## src/rtl/game_gfx_pkg.sv

```systemverilog
// game_gfx_pkg: shared types, colours and helpers for game_graphics_pipe.
// Coordinates are signed so boxes clipping window edges never wrap.
package game_gfx_pkg;

  typedef struct packed {
    logic [3:0] r;
    logic [3:0] g;
    logic [3:0] b;
  } rgb_t;

  localparam logic [11:0] DEF_PLAYER_COLOR   = 12'hF00;
  localparam logic [11:0] DEF_FLASH_COLOR    = 12'hFFF;
  localparam logic [11:0] DEF_OBSTACLE_COLOR = 12'h0F0;
  localparam logic [11:0] DEF_BKG_COLOR      = 12'h00F;
  localparam logic [11:0] DEF_BORDER_COLOR   = 12'hFF0;

  // clog2(max(WIN_W, WIN_H, 2048)) + 2 for windows up to 2048 pixels
  localparam int COORD_W = 13;

  typedef logic signed [COORD_W-1:0] coord_t;

  // Inclusive square test around (cx, cy) with half-size hs
  function automatic logic in_box(
    input coord_t lx,
    input coord_t ly,
    input coord_t cx,
    input coord_t cy,
    input coord_t hs
  );
    return (lx >= cx - hs) && (lx <= cx + hs) &&
           (ly >= cy - hs) && (ly <= cy + hs);
  endfunction

endpackage

```

## src/rtl/game_graphics_pipe_delay.sv

```systemverilog
// gfx_delay_line: DEPTH-cycle register delay, DEPTH = 0 is a wire.
// Used to align stage-0 flags with the obstacle map read latency.
module gfx_delay_line #(
  parameter int WIDTH = 1,
  parameter int DEPTH = 1
) (
  input  logic             clk,
  input  logic             rst_n,
  input  logic [WIDTH-1:0] d,
  output logic [WIDTH-1:0] q
);

  if (DEPTH == 0) begin : g_wire
    logic unused_ctl;
    assign unused_ctl = clk ^ rst_n;
    assign q = d;
  end else begin : g_regs
    logic [WIDTH-1:0] stg [DEPTH];

    // Shift register, cleared to "invalid" on reset
    always_ff @(posedge clk or negedge rst_n) begin
      if (!rst_n) begin
        for (int i = 0; i < DEPTH; i++) stg[i] <= '0;
      end else begin
        stg[0] <= d;
        for (int i = 1; i < DEPTH; i++) stg[i] <= stg[i-1];
      end
    end

    assign q = stg[DEPTH-1];
  end

endmodule

```

## src/rtl/game_graphics_pipe.sv

```systemverilog
// game_graphics_pipe: pipelined multi-sprite playfield compositor.
// Optional border drawing enabled by defining GAME_GFX_BORDER_EN.
module game_graphics_pipe
  import game_gfx_pkg::*;
#(
  parameter int          WIN_X          = 400,
  parameter int          WIN_Y          = 0,
  parameter int          WIN_W          = 400,
  parameter int          WIN_H          = 600,
  parameter int          PLAYER_SIZE    = 20,
  parameter int          NUM_PLAYERS    = 2,
  parameter int          OBST_LAT       = 1,
  parameter int          FLASH_FRAMES   = 8,
  parameter logic [11:0] PLAYER_COLOR   = DEF_PLAYER_COLOR,
  parameter logic [11:0] FLASH_COLOR    = DEF_FLASH_COLOR,
  parameter logic [11:0] OBSTACLE_COLOR = DEF_OBSTACLE_COLOR,
  parameter logic [11:0] BKG_COLOR      = DEF_BKG_COLOR,
  parameter logic [11:0] BORDER_COLOR   = DEF_BORDER_COLOR
) (
  input  logic i_clk,
  input  logic i_rst_n,
  input  logic i_disp_enbl,
  input  logic [10:0] i_h_coord,
  input  logic [9:0]  i_v_coord,
  input  logic i_frame_start,
  input  logic [NUM_PLAYERS*$clog2(WIN_W)-1:0] i_player_x,
  input  logic [NUM_PLAYERS*$clog2(WIN_H)-1:0] i_player_y,
  input  logic [NUM_PLAYERS-1:0] i_player_en,
  input  logic i_hit,
  output logic [$clog2(WIN_W)-1:0] o_screen_x,
  output logic [$clog2(WIN_H)-1:0] o_screen_y,
  input  logic i_is_obstacle,
  output logic [3:0] o_red,
  output logic [3:0] o_green,
  output logic [3:0] o_blue
);

  localparam int XW = $clog2(WIN_W);
  localparam int YW = $clog2(WIN_H);
  localparam int NP = NUM_PLAYERS;
`ifdef GAME_GFX_BORDER_EN
  localparam int FW = NP + 3;
`else
  localparam int FW = NP + 2;
`endif

  localparam coord_t HS   = coord_t'(PLAYER_SIZE / 2);
  localparam coord_t W_S  = coord_t'(WIN_W);
  localparam coord_t H_S  = coord_t'(WIN_H);

  coord_t lx;
  coord_t ly;
  logic   in_win;

  assign lx = coord_t'(i_h_coord) - coord_t'(WIN_X);
  assign ly = coord_t'(i_v_coord) - coord_t'(WIN_Y);

  assign in_win = (lx >= 0) && (lx < W_S) &&
                  (ly >= 0) && (ly < H_S);

  assign o_screen_x = in_win ? lx[XW-1:0] : '0;
  assign o_screen_y = in_win ? ly[YW-1:0] : '0;

  logic [NP*XW-1:0] px_sh;
  logic [NP*YW-1:0] py_sh;
  logic [NP-1:0]    en_sh;

  // Frame-latched sprite state so a frame never tears
  always_ff @(posedge i_clk or negedge i_rst_n) begin
    if (!i_rst_n) begin
      px_sh <= '0;
      py_sh <= '0;
      en_sh <= '0;
    end else if (i_frame_start) begin
      px_sh <= i_player_x;
      py_sh <= i_player_y;
      en_sh <= i_player_en;
    end
  end

  logic [3:0] fcnt;

  // Hit flash counter: hit reloads, each frame counts down
  always_ff @(posedge i_clk or negedge i_rst_n) begin
    if (!i_rst_n) begin
      fcnt <= '0;
    end else if (i_hit) begin
      fcnt <= 4'(FLASH_FRAMES);
    end else if (i_frame_start && fcnt != '0) begin
      fcnt <= fcnt - 4'd1;
    end
  end

  logic [NP-1:0] hits;

  for (genvar p = 0; p < NP; p++) begin : g_hit
    coord_t cx;
    coord_t cy;
    assign cx = coord_t'(px_sh[p*XW +: XW]);
    assign cy = coord_t'(py_sh[p*YW +: YW]);
    assign hits[p] = en_sh[p] && in_box(lx, ly, cx, cy, HS);
  end

  logic [FW-1:0] s0_flags;
  logic [FW-1:0] dl_flags;

`ifdef GAME_GFX_BORDER_EN
  logic edge_px;
  assign edge_px = in_win && (lx == 0 || lx == W_S - 1 ||
                              ly == 0 || ly == H_S - 1);
  assign s0_flags = {edge_px, i_disp_enbl, in_win, hits};
`else
  logic unused_cfg;
  assign unused_cfg = ^BORDER_COLOR;
  assign s0_flags = {i_disp_enbl, in_win, hits};
`endif

  gfx_delay_line #(
    .WIDTH(FW),
    .DEPTH(OBST_LAT)
  ) u_flags (
    .clk  (i_clk),
    .rst_n(i_rst_n),
    .d    (s0_flags),
    .q    (dl_flags)
  );

  rgb_t spr_col;
  rgb_t pix;
  rgb_t rgb_q;

  assign spr_col = (fcnt != '0 && fcnt[0]) ? rgb_t'(FLASH_COLOR)
                                           : rgb_t'(PLAYER_COLOR);

  // Composite the aligned flags with the obstacle flag, highest first
  always_comb begin
    pix = '0;
    if (!dl_flags[NP+1]) begin
      pix = '0;
    end else if (!dl_flags[NP]) begin
      pix = '0;
`ifdef GAME_GFX_BORDER_EN
    end else if (dl_flags[NP+2]) begin
      pix = rgb_t'(BORDER_COLOR);
`endif
    end else if (|dl_flags[NP-1:0]) begin
      pix = spr_col;
    end else if (i_is_obstacle) begin
      pix = rgb_t'(OBSTACLE_COLOR);
    end else begin
      pix = rgb_t'(BKG_COLOR);
    end
  end

  // Registered RGB towards the pins
  always_ff @(posedge i_clk or negedge i_rst_n) begin
    if (!i_rst_n) rgb_q <= '0;
    else          rgb_q <= pix;
  end

  assign o_red   = rgb_q.r;
  assign o_green = rgb_q.g;
  assign o_blue  = rgb_q.b;

endmodule
```

## config.mk

```make
export PLATFORM = sky130hd
export DESIGN_NAME = game_graphics_pipe
export DESIGN_NICKNAME = d
export VERILOG_FILES = /design/src/rtl/game_gfx_pkg.sv /design/src/rtl/game_graphics_pipe_delay.sv /design/src/rtl/game_graphics_pipe.sv
export SDC_FILE = /design/constraint.sdc
export NUM_CORES = 1
export LEC_CHECK = 0
export CORE_MARGIN = 8
export CORE_UTILIZATION = 54
export CTS_BUF_LIST = sky130_fd_sc_hd__clkbuf_16
export DETAILED_ROUTE_END_ITERATION = 10
export GPL_ROUTABILITY_DRIVEN = 0
export PLACE_DENSITY_LB_ADDON = 0.2
export SYNTH_ARGS = -nofsm -noshare
export SYNTH_HDL_FRONTEND = slang
export SYNTH_SLANG_ARGS = --single-unit
```

## constraint.sdc

```tcl
create_clock -name i_clk -period 3.8 [get_ports i_clk]
set_clock_uncertainty 0.2 [all_clocks]
set_input_delay 0.57 -clock i_clk [delete_from_list [all_inputs] [get_ports i_clk]]
set_output_delay 0.57 -clock i_clk [all_outputs]
set_load 0.05 [all_outputs]
```

==> results of run 1 <==
[stage by stage]
stage	utilization, %	total power (W)
floorplan	-	0.00128
global route	70.3	0.00223
CTS	70.3	0.00210
global placement	68.4	0.00153
finish	70.3	0.00208
detailed placement	68.4	0.00157
[flip-flops by register name, summed over array words and instances, names as in the netlist]
signal,cells
py_sh,20
px_sh,18
fcnt,4
u_flags.q,4
en_sh,2
o_blue,1
o_green,1
o_red,1
[where the power goes]
group	internal, W	leakage (nW)	switching, W	total (W)
Combinational	0.000440	2.17	0.000455	0.000894
Clock	0.000311	0.0838	0.000200	0.000511
Sequential	0.000595	0.614	0.0000839	0.000679
[Yosys cell counts (8+ instances only)]
library cell | count | area share [%]
a21oi_1 | 33 | 3.3
a21o_1 | 8 | 1.2
clkbuf_1 | 14 | 1.0
buf_4 | 9 | 1.3
and2_1 | 21 | 2.6
nand3_1 | 14 | 1.4
o21ai_0 | 32 | 3.2
nor2_1 | 25 | 1.9
xnor2_1 | 25 | 4.3
ha_1 | 86 | 21
xor2_1 | 33 | 5.7
dfrtp_1 | 51 | 25
inv_1 | 30 | 2.2
nand2_1 | 35 | 2.6
and3_1 | 9 | 1.1
mux2_2 | 32 | 7.1
[layer usage]
| metal | global-route usage (%) | wire, µm | vias up |
|---|---|---|---|
| met3 | 3.62 | 455 | 14 |
| met4 | 6.29 | 191 | 0 |
| met2 | 37.1 | 6650 | 72 |
| met5 | 0 | 0 | - |
| li1 | - | - | 2138 |
| met1 | 22.3 | 5350 | 2016 |
[layout make-up]
cell class                      count  area [µm²]  share of cell area [%]
Inverter                           30         113                    1.75
Clock inverter                      3        43.8                   0.681
Multi-Input combinational cell    441        3490                    54.3
Sequential cell                    51        1280                    19.8
Timing Repair Buffer              109        1240                    19.3
Tap cell                          111         139                    2.16
Clock buffer                        5         125                    1.95
[logic make-up (layout without fill, tap and decap cells)]
logic type / Yosys count / in the layout / share of synthesized area, %
AND/OR/NAND/NOR: 152 / 152 / 16.2
AO/OA/AOI/OAI: 110 / 110 / 13.7
adder cells (fa/ha/maj): 88 / 88 / 21.8
buffers and inverters: 61 / 147 / 5.55
XOR/XNOR: 59 / 59 / 10.4
flip-flops: 51 / 51 / 25.3
multiplexers: 32 / 32 / 7.14
[placed cells by master, fill, tap and decap left out, types with 3 or more instances in the layout]
| cell type | instances |
|---|---|
| and2_1 | 21 |
| clkbuf_16 | 5 |
| and3_1 | 9 |
| a21o_1 | 8 |
| nand3_1 | 14 |
| o2111ai_1 | 6 |
| a21oi_1 | 33 |
| ha_1 | 86 |
| or3_1 | 4 |
| nand4_1 | 7 |
| a211oi_1 | 5 |
| dfrtp_1 | 51 |
| xor2_1 | 33 |
| nor2b_1 | 7 |
| buf_12 | 19 |
| clkdlybuf4s50_1 | 76 |
| o41ai_1 | 4 |
| a311oi_1 | 3 |
| mux2_2 | 32 |
| o21ai_0 | 32 |
| nor4_1 | 4 |
| nand3b_1 | 5 |
| nor2_1 | 25 |
| xnor2_1 | 25 |
| nand2_1 | 35 |
| nand2b_1 | 5 |
| buf_4 | 12 |
| o21a_1 | 3 |
| nor3_1 | 6 |
| inv_1 | 30 |
[critical path, stage by stage]
cell,delay (ns)
clkdlybuf4s50_1,0.46
nor3_1,0.36
or2_2,0.22
xor2_2,0.27
a21oi_1,0.07
and3_1,0.27
buf_4,0.21
and2_1,0.19
buf_12,0.15
[worst max-delay path by stage]
stage / cells after the start / startpoint / to
4_1_cts: 9 / i_h_coord[6] / o_screen_y[7]
2_1_floorplan: 8 / i_h_coord[4] / o_screen_y[0]
6_report: 9 / i_h_coord[6] / o_screen_y[7]
3_3_place_gp: 10 / i_h_coord[4] / o_screen_x[0]
5_1_grt: 9 / i_h_coord[6] / o_screen_y[1]
3_5_place_dp: 9 / i_h_coord[6] / o_screen_y[7]
==> metrics.txt, run 1 <==
status=finished clean; RSZ-0062 raised after global routing=false; pre-CTS setup slack=0.269 ns; Post-Place Cell Area=6260 µm²; prevailing post-synth register cell=dfrtp_1; 1st-iter DRT viols=187; crit path time final=3.56 ns; initial core utilization=55.2%; Setup Viol. Count Final=0; post-synthesis sequential area ratio=25.3%; Hold WS=0.0973 ns; Critical Path AT=2.79 ns; cts bufs inserted=5; R2R Path Start=px_sh[1]$_DFFE_PN0P_; critical path fanouts, max=14; Worst EP required=3.03 ns; Worst R2R Path Depth=12; max cap viols=0; Max Freq=281 MHz; synthesized instance count=553; Pre-antenna DRT Iters=4; Post-synth EDFFs=0; CP Capture Type=primary output; P per Cell Area=324 nW/µm²; vias in the first global route=4449; Chip Height=113 µm; share of layout cells above drive strength 1=12.8%; P&R area growth vs syn=27.4%; dpl hpwl=10300 µm; DIE AREA=12700 µm²; Pleak=2.86 nW; vias=4240; Layout fillers=705; worst setup margin=0.244 ns; Slew HR=42.4%; CP Class=input pin to primary output; Synth cell types=51; drc violations=0; Slew @ Worst Pin=0.863 ns; Avg WL per Cell=16.9 µm; Clock Path Buffers=2; VDD IR max=187 µV; Die W=113 µm; Post-DRT Antenna Nets=0; Register-to-Register Setup Slack=0.64 ns; CP Launch Type=input pin; largest net degree at the start of global routing=41; final worst-path cycle share=93.6%; CTS Root Buffer Type=clkbuf_16; R2R Path End=u_flags.q[0]$_DFF_PN0_; Post-synth ARST share=100%; Non-Filler Instances=750; Ports=98; gr ovfl total=0; Design Area, Final=6430 µm²; final hold vios=0; Via-to-Cell Ratio=5.65; antenna violations before repair=0; Placed Instances=742; Total GRT Usage=19.9%; first-pass GRT wire length=20800 µm; synth warn=0; ANT cells=0; CTS tree=built; site row count=35; PostCTS Resize Cnt=0; Slew Viols, Final=0; Port-buffer cells=97; Yosys reg bits=51; syn nets=706; Post-Route WL=12600 µm; CTS clock-pin slew for the worst setup and hold paths=0.07 ns; cts hold-fix bufs=0; Nets=791; HP Class=input pin to async pin; mean post-synth cell area=9.13 µm²; Fin Setup TNS=0 ns; post-CTS setup buffer count=0; Core Area=9150 µm²; Skew-Pair Late Insertion Delay=0.29 ns; synthesized cell area=5050 µm²; CTS Sinks=51; CTS H-Tree Depth=2
No activity file was read; power rests on OpenSTA's default activity.
==> run 2: changes to the inputs <==
ABC_AREA = 1   (was unset)
==> run 2 against run 1 <==
Count of clock-buffer cells in the layout unchanged. Core utilization decreased by 1.6 points. Area after synthesis increased by 3.0%. Worst hold slack improved by 0.044 ns. Register-to-register slack improved by 0.42 ns. Setup slack improved by 0.053 ns. First-iteration DRC count increased by 17%. Critical endpoint is now o_screen_y[9]. Largest power group unchanged. Highest routed layer unchanged.
==> metrics.txt, run 2 <==
critical-path cell list=clkdlybuf4s50_1 > inv_2 > ha_1 > nand2_1 > nand2_1 > nand2_1 > nand2_1 > nand2_1 > inv_2 > a31oi_4 > nand2_4 > nor2_1 > buf_12; critical path fanouts, max=19 (+5); Total GRT Usage=21.0% (+1.1 points); most common cell after layout, fill and taps aside=nand2_1; top-area cell type share of the netlist area=24.5% (-0.73 points); Register-to-Register Setup Slack=1.06 ns (+0.42 ns); Fin Setup TNS=0 ns (unchanged); Largest Register=py_sh; VDD IR max=190 µV (+1.9%); Max Freq=285 MHz (+1.5%); Nets=961 (+21%); Levels on crit path=13 (+4); Slew HR=42.4% (-0.056 points); Slew Viols, Final=0 (unchanged); dpl hpwl=11300 µm (+9.7%); Layout fillers=810 (+15%); gr ovfl total=0 (unchanged); Setup crit end=o_screen_y[9]; R2R Path End=u_flags.q[1]$_DFF_PN0_; PostCTS Resize Cnt=0 (unchanged); Slew @ Worst Pin=0.864 ns (+0.000848 ns); Pre-antenna DRT Iters=5 (+1); post-synthesis sequential area ratio=24.5% (-0.73 points); worst path bufs/invs=4 (+1); Clock Path Buffers=2 (unchanged); CTS Sinks=51 (unchanged); share of layout cells above drive strength 1=7.91% (-4.9 points); Port-buffer cells=97 (unchanged); first-pass GRT wire length=22300 µm (+6.9%); Via-to-Cell Ratio=5.15 (-8.9%); max cap viols=0 (unchanged); CP Launch Type=input pin; P&R area growth vs syn=26.0%; cts hold-fix bufs=0 (unchanged); prevailing post-synth register cell=dfrtp_1; post-CTS setup buffer count=0 (unchanged); 1st-iter DRT viols=219 (+17%); site row count=36 (+2.9%); R2R Path Start=py_sh[11]$_DFFE_PN0P_; P per Cell Area=299 nW/µm² (-7.7%); mean post-synth cell area=7.17 µm² (-21%); Setup Viol. Count Final=0 (unchanged); Hold WS=0.141 ns (+0.0441 ns); Synth cell types=37 (-27%); Chip Height=114 µm (+1.3%); Yosys reg bits=51 (unchanged); HP Class=input pin to async pin; status=finished clean; Skew-Pair Late Insertion Delay=0.29 ns (about the same); synthesized cell area=5200 µm² (+3.0%); Finished Core Util=68.6% (-1.6 points); Worst EP required=3.03 ns (about the same); CTS H-Tree Depth=2 (unchanged); Die W=114 µm (+1.3%); leading area contributor after synthesis=dfrtp_1; Largest regs=py_sh x20, px_sh x18; DIE AREA=13000 µm² (+2.6%); syn nets=878 (+24%); Synth area leaders=dfrtp_1, ha_1, nand2_1; Post-DRT Antenna Nets=0 (unchanged); synthesized instance count=725 (+31%); largest net degree at the start of global routing=59 (+44%); Critical-path top delay cell=clkdlybuf4s50_1; CP Capture Type=primary output; antenna violations before repair=0 (unchanged); CP Class=input pin to primary output; crit path time final=3.50 ns (-0.0534 ns); vias in the first global route=4937 (+11%); cts bufs inserted=5 (unchanged); cell mode on critical path=nand2_1; vias=4849 (+14%); CP max stage delay=0.52 ns (+0.06 ns); Post-synth EDFFs=0 (unchanged); ANT cells=0 (unchanged); most frequent cell after synthesis=nand2_1; delay-heaviest family, CP=simple AND/OR/NAND/NOR gates; Post-Route WL=13500 µm (+6.6%); CTS tree=built; synth cell count leaders=nand2_1, inv_1, ha_1, dfrtp_1; final hold vios=0 (unchanged); Avg WL per Cell=14.3 µm (-15%); final worst-path cycle share=92.2% (-1.4 points); Largest register FFs=20 (unchanged); most frequent cells in the layout=nand2_1, inv_1, ha_1; CTS clock-pin slew for the worst setup and hold paths=0.07 ns (about the same); Worst R2R Path Depth=18 (+6); RSZ-0062 raised after global routing=false; Post-synth ARST share=100% (unchanged); Pleak=3.36 nW (+17%); drc violations=0 (unchanged); synth warn=0 (unchanged); Ports=98 (unchanged); CTS Root Buffer Type=clkbuf_16; Core Area=9550 µm² (+4.3%); Worst setup startpoint=i_h_coord[4]; Critical Path AT=2.73 ns (-0.06 ns); Total Power=0.00196 W (-5.9%); initial core utilization=54.4% (-0.72 points)
-- run 2: cell types whose count changed after synthesis, sizes merged, moves of 8 or more --
cell | previous run | this run
nor2b | 8 | 0
xnor2 | 25 | 1
nor2 | 25 | 51
xor2 | 34 | 50
inv | 30 | 112
nand3 | 14 | 34
and3 | 9 | 0
mux2 | 32 | 0
nor3 | 6 | 16
nand2 | 35 | 179
and2 | 21 | 0
o21ai | 32 | 57
-- run 2: routing by layer --
metal | up-vias | part of all wire, % | GRT usage [%] | wire length [µm]
li1 | 2478 | - | - | -
met1 | 2211 | 41 | 23.8 | 5590
met2 | 127 | 50 | 37.8 | 6780
met3 | 33 | 5.2 | 4.01 | 703
met4 | 0 | 3.0 | 8.61 | 411
met5 | - | 0 | 0 | 0
-- run 2: worst min-delay path by stage --
stage,from,endpoint,slack [ns],cells after the start
finish,i_rst_n,py_sh[14]$_DFFE_PN0P_,0.14,1
global placement,en_sh[1]$_DFFE_PN0P_,en_sh[1]$_DFFE_PN0P_,0.26,2
global route,i_rst_n,py_sh[14]$_DFFE_PN0P_,0.21,1
CTS,i_rst_n,py_sh[12]$_DFFE_PN0P_,0.17,1
floorplan,i_rst_n,en_sh[0]$_DFFE_PN0P_,0.07,0
detailed placement,en_sh[1]$_DFFE_PN0P_,en_sh[1]$_DFFE_PN0P_,0.26,2
-- run 2: worst register-to-register path, stage by stage (launching register included) --
cell,delay (ns)
dfrtp_1,0.43
inv_1,0.10
ha_1,0.22
or2_2,0.33
nand2_1,0.08
xor2_1,0.15
ha_1,0.25
nand2_1,0.08
inv_1,0.05
a21oi_1,0.19
nand2_1,0.07
nand2_1,0.05
nand3_1,0.07
nand2_1,0.07
nand2_1,0.04
nand2_1,0.05
nand2_1,0.05
nand3_1,0.07
nor2_1,0.06
-- run 2: kinds of logic (layout without fill, tap and decap cells) --
| logic type | count (synthesis) | count (layout) | share of synthesized area (%) |
|---|---|---|---|
| DFF | 51 | 51 | 24.5 |
| xor gates and xnor gates | 51 | 51 | 8.59 |
| AOI/OAI and AO/OA | 103 | 103 | 11.1 |
| buffers and inverters | 138 | 222 | 10.8 |
| adders and majority gates | 86 | 86 | 20.7 |
| and+or+nand+nor | 296 | 296 | 24.3 |
-- run 2: area by class of cell --
type,instances,area (µm²),area share [%]
Clock buffer,5,125,1.91
Clock inverter,3,23.8,0.363
Inverter,114,428,6.53
Timing Repair Buffer,100,1170,17.9
Sequential cell,51,1280,19.5
Multi-Input combinational cell,536,3360,51.3
Tap cell,133,166,2.54
-- run 2: per-stage QoR --
stage | std cells | cell area [µm²] | setup WS (ns)
finish | 942 | 6550 | 0.297
global route | 942 | 6550 | 0.159
CTS | 942 | 6550 | 0.335
detailed placement | 934 | 6400 | 0.339
global placement | 934 | 6400 | 0.418
floorplan | 725 | 5200 | 0.873
-- run 2: power by group --
group / total, W / internal [W] / leakage (nW) / switching [W]
sequential: 0.000644 / 0.000590 / 0.630 / 0.0000540
combinational: 0.000859 / 0.000362 / 2.66 / 0.000497
clock: 0.000457 / 0.000247 / 0.0664 / 0.000211
total: 0.00196 / 0.00120 / 3.36 / 0.000762
==> variant, RTL diff (config.mk and constraints of run 1) <==
Register the input `i_v_coord` before use, with the module's reset. The logic sees it one clock later. The other inputs are not delayed to match.
--- a/src/rtl/game_graphics_pipe.sv
+++ b/src/rtl/game_graphics_pipe.sv
@@ -48,12 +48,22 @@
   localparam coord_t W_S  = coord_t'(WIN_W);
   localparam coord_t H_S  = coord_t'(WIN_H);
 
+  logic [9:0] i_v_coord_q;
+
+  always_ff @(posedge i_clk or negedge i_rst_n) begin
+    if (!i_rst_n) begin
+      i_v_coord_q <= '0;
+    end else begin
+      i_v_coord_q <= i_v_coord;
+    end
+  end
+
   coord_t lx;
   coord_t ly;
   logic   in_win;
 
   assign lx = coord_t'(i_h_coord) - coord_t'(WIN_X);
-  assign ly = coord_t'(i_v_coord) - coord_t'(WIN_Y);
+  assign ly = coord_t'(i_v_coord_q) - coord_t'(WIN_Y);
 
   assign in_win = (lx >= 0) && (lx < W_S) &&
                   (ly >= 0) && (ly < H_S);
Behaviour: not the same (Yosys sat finds a counterexample within 4 cycles, from zero or initial values and one cycle with i_rst_n low).
==> variant against run 1 <==
Area after synthesis grew 6.2%; sequential cell count is 10 higher; largest cell class unchanged; worst setup slack worse by 190 ps; power increased by 17%; final area increased by 6.8%; via count up 5.8%; maximum frequency down 5.1%; routed wire length rose by 9.8%; global-route usage rose by 1.5 points.
==> variant: results (changes against run 1) <==
* Outcome: finished clean
* M1 wire length at 5958 um (+11%)
* Register area share after synthesis at 0.2847 (+0.03193)
* Place WS at 78.10 ps (-191.2 ps)
* Share of post-route cells with drive strength above 1 at 0.1398 (+0.01149)
* Reg clk slew, reported paths at 50 ps (-20 ps)
* Start of the worst register-to-register path: py_sh[13]
* Largest net degree at the start of global routing at 50 (+22%)
* Vias in the first global route at 4552 (+2.3%)
* WL met3 at 682 um (+50%)
* Wire length on met2 at 7010 um (+5.4%)
* Synth top cells by count: ha_1, dfrtp_1, xor2_1
* Worst hold margin at 127.8 ps (+30.52 ps)
* Maximum vdd drop at 321.8 uV (+72%)
* Placed inst area at 6555 sq um (+4.7%)
* Critical path arrival at 2980 ps (+190 ps)
* GR Util met2 at 0.3725 (+0.001371)
* H-Tree Depth at 3 (+1)
* GRT Total Usage at 0.2139 (+0.01499)
* Headroom to the max-slew limit at 0.4483 (+0.02392)
* Latest clock arrival within the worst-skew pair at 350 ps (+60 ps)
* TritonCTS Buffers at 9 (+4)
* Nets at 806 (+1.9%)
* Met3 global-route usage at 0.05888 (+0.02268)
* Final-layout fill cell count at 761 (+7.9%)
* Drt total wl at 13880 um (+9.8%)
* Synth cell types at 58 (+14%)
* Iteration-0 DRC Markers at 210 (+12%)
* Leakage at 3.026 nW (+5.7%)
* Met1 usage at 0.2505 (+0.02797)
## variant: logic make-up after synthesis
kind of cell | count (synthesis) | synth area share
compound gates | 109 | 0.1312
xor+xnor | 62 | 0.1048
fa+ha+maj | 87 | 0.2028
buf+inv | 61 | 0.05437
flops | 61 | 0.2847
mux | 32 | 0.06721
simple gates | 154 | 0.1550
## variant: per-stage QoR
stage,instances,util
after floorplan,566,-
after global placement,771,0.6737
after detailed placement,771,0.6737
after CTS,787,0.7004
after global routing,791,0.7058
final,791,0.7058
## variant: worst max path at each step
stage | startpoint | end | slack [ps] | depth (start not counted)
3_3_place_gp | i_h_coord[4] | o_screen_x[8] | 180 | 11
2_1_floorplan | i_h_coord[4] | o_screen_y[0] | 430 | 9
5_1_grt | i_h_coord[6] | o_screen_y[4] | -20 | 8
4_1_cts | i_h_coord[4] | o_screen_x[1] | 60 | 11
3_5_place_dp | i_h_coord[4] | o_screen_x[1] | 80 | 11
6_report | i_h_coord[6] | o_screen_x[5] | 50 | 7
## variant: critical path, stage by stage
cell	delay [ps]
clkdlybuf4s50_1	490
o311ai_2	550
xor2_4	230
a2111oi_4	470
clkdlybuf4s15_2	320
and2_1	200
buf_12	150
## variant: final cells by class
class / count / area (sq um) / share of cell area
multi-input cells: 444 / 3566 / 0.5193
repair buffers: 108 / 1240 / 0.1806
well taps: 133 / 166.4 / 0.02423
inverters: 29 / 108.9 / 0.01585
flip-flops and latches: 61 / 1526 / 0.2223
clock buffers: 9 / 225.2 / 0.03280
clock inverters: 7 / 33.78 / 0.004920
## variant: report_power, final
part / internal [mW] / switching (mW) / total [mW]
clock network: 0.429 / 0.298 / 0.728
logic: 0.440 / 0.458 / 0.897
registers: 0.711 / 0.101 / 0.813
total: 1.58 / 0.857 / 2.44
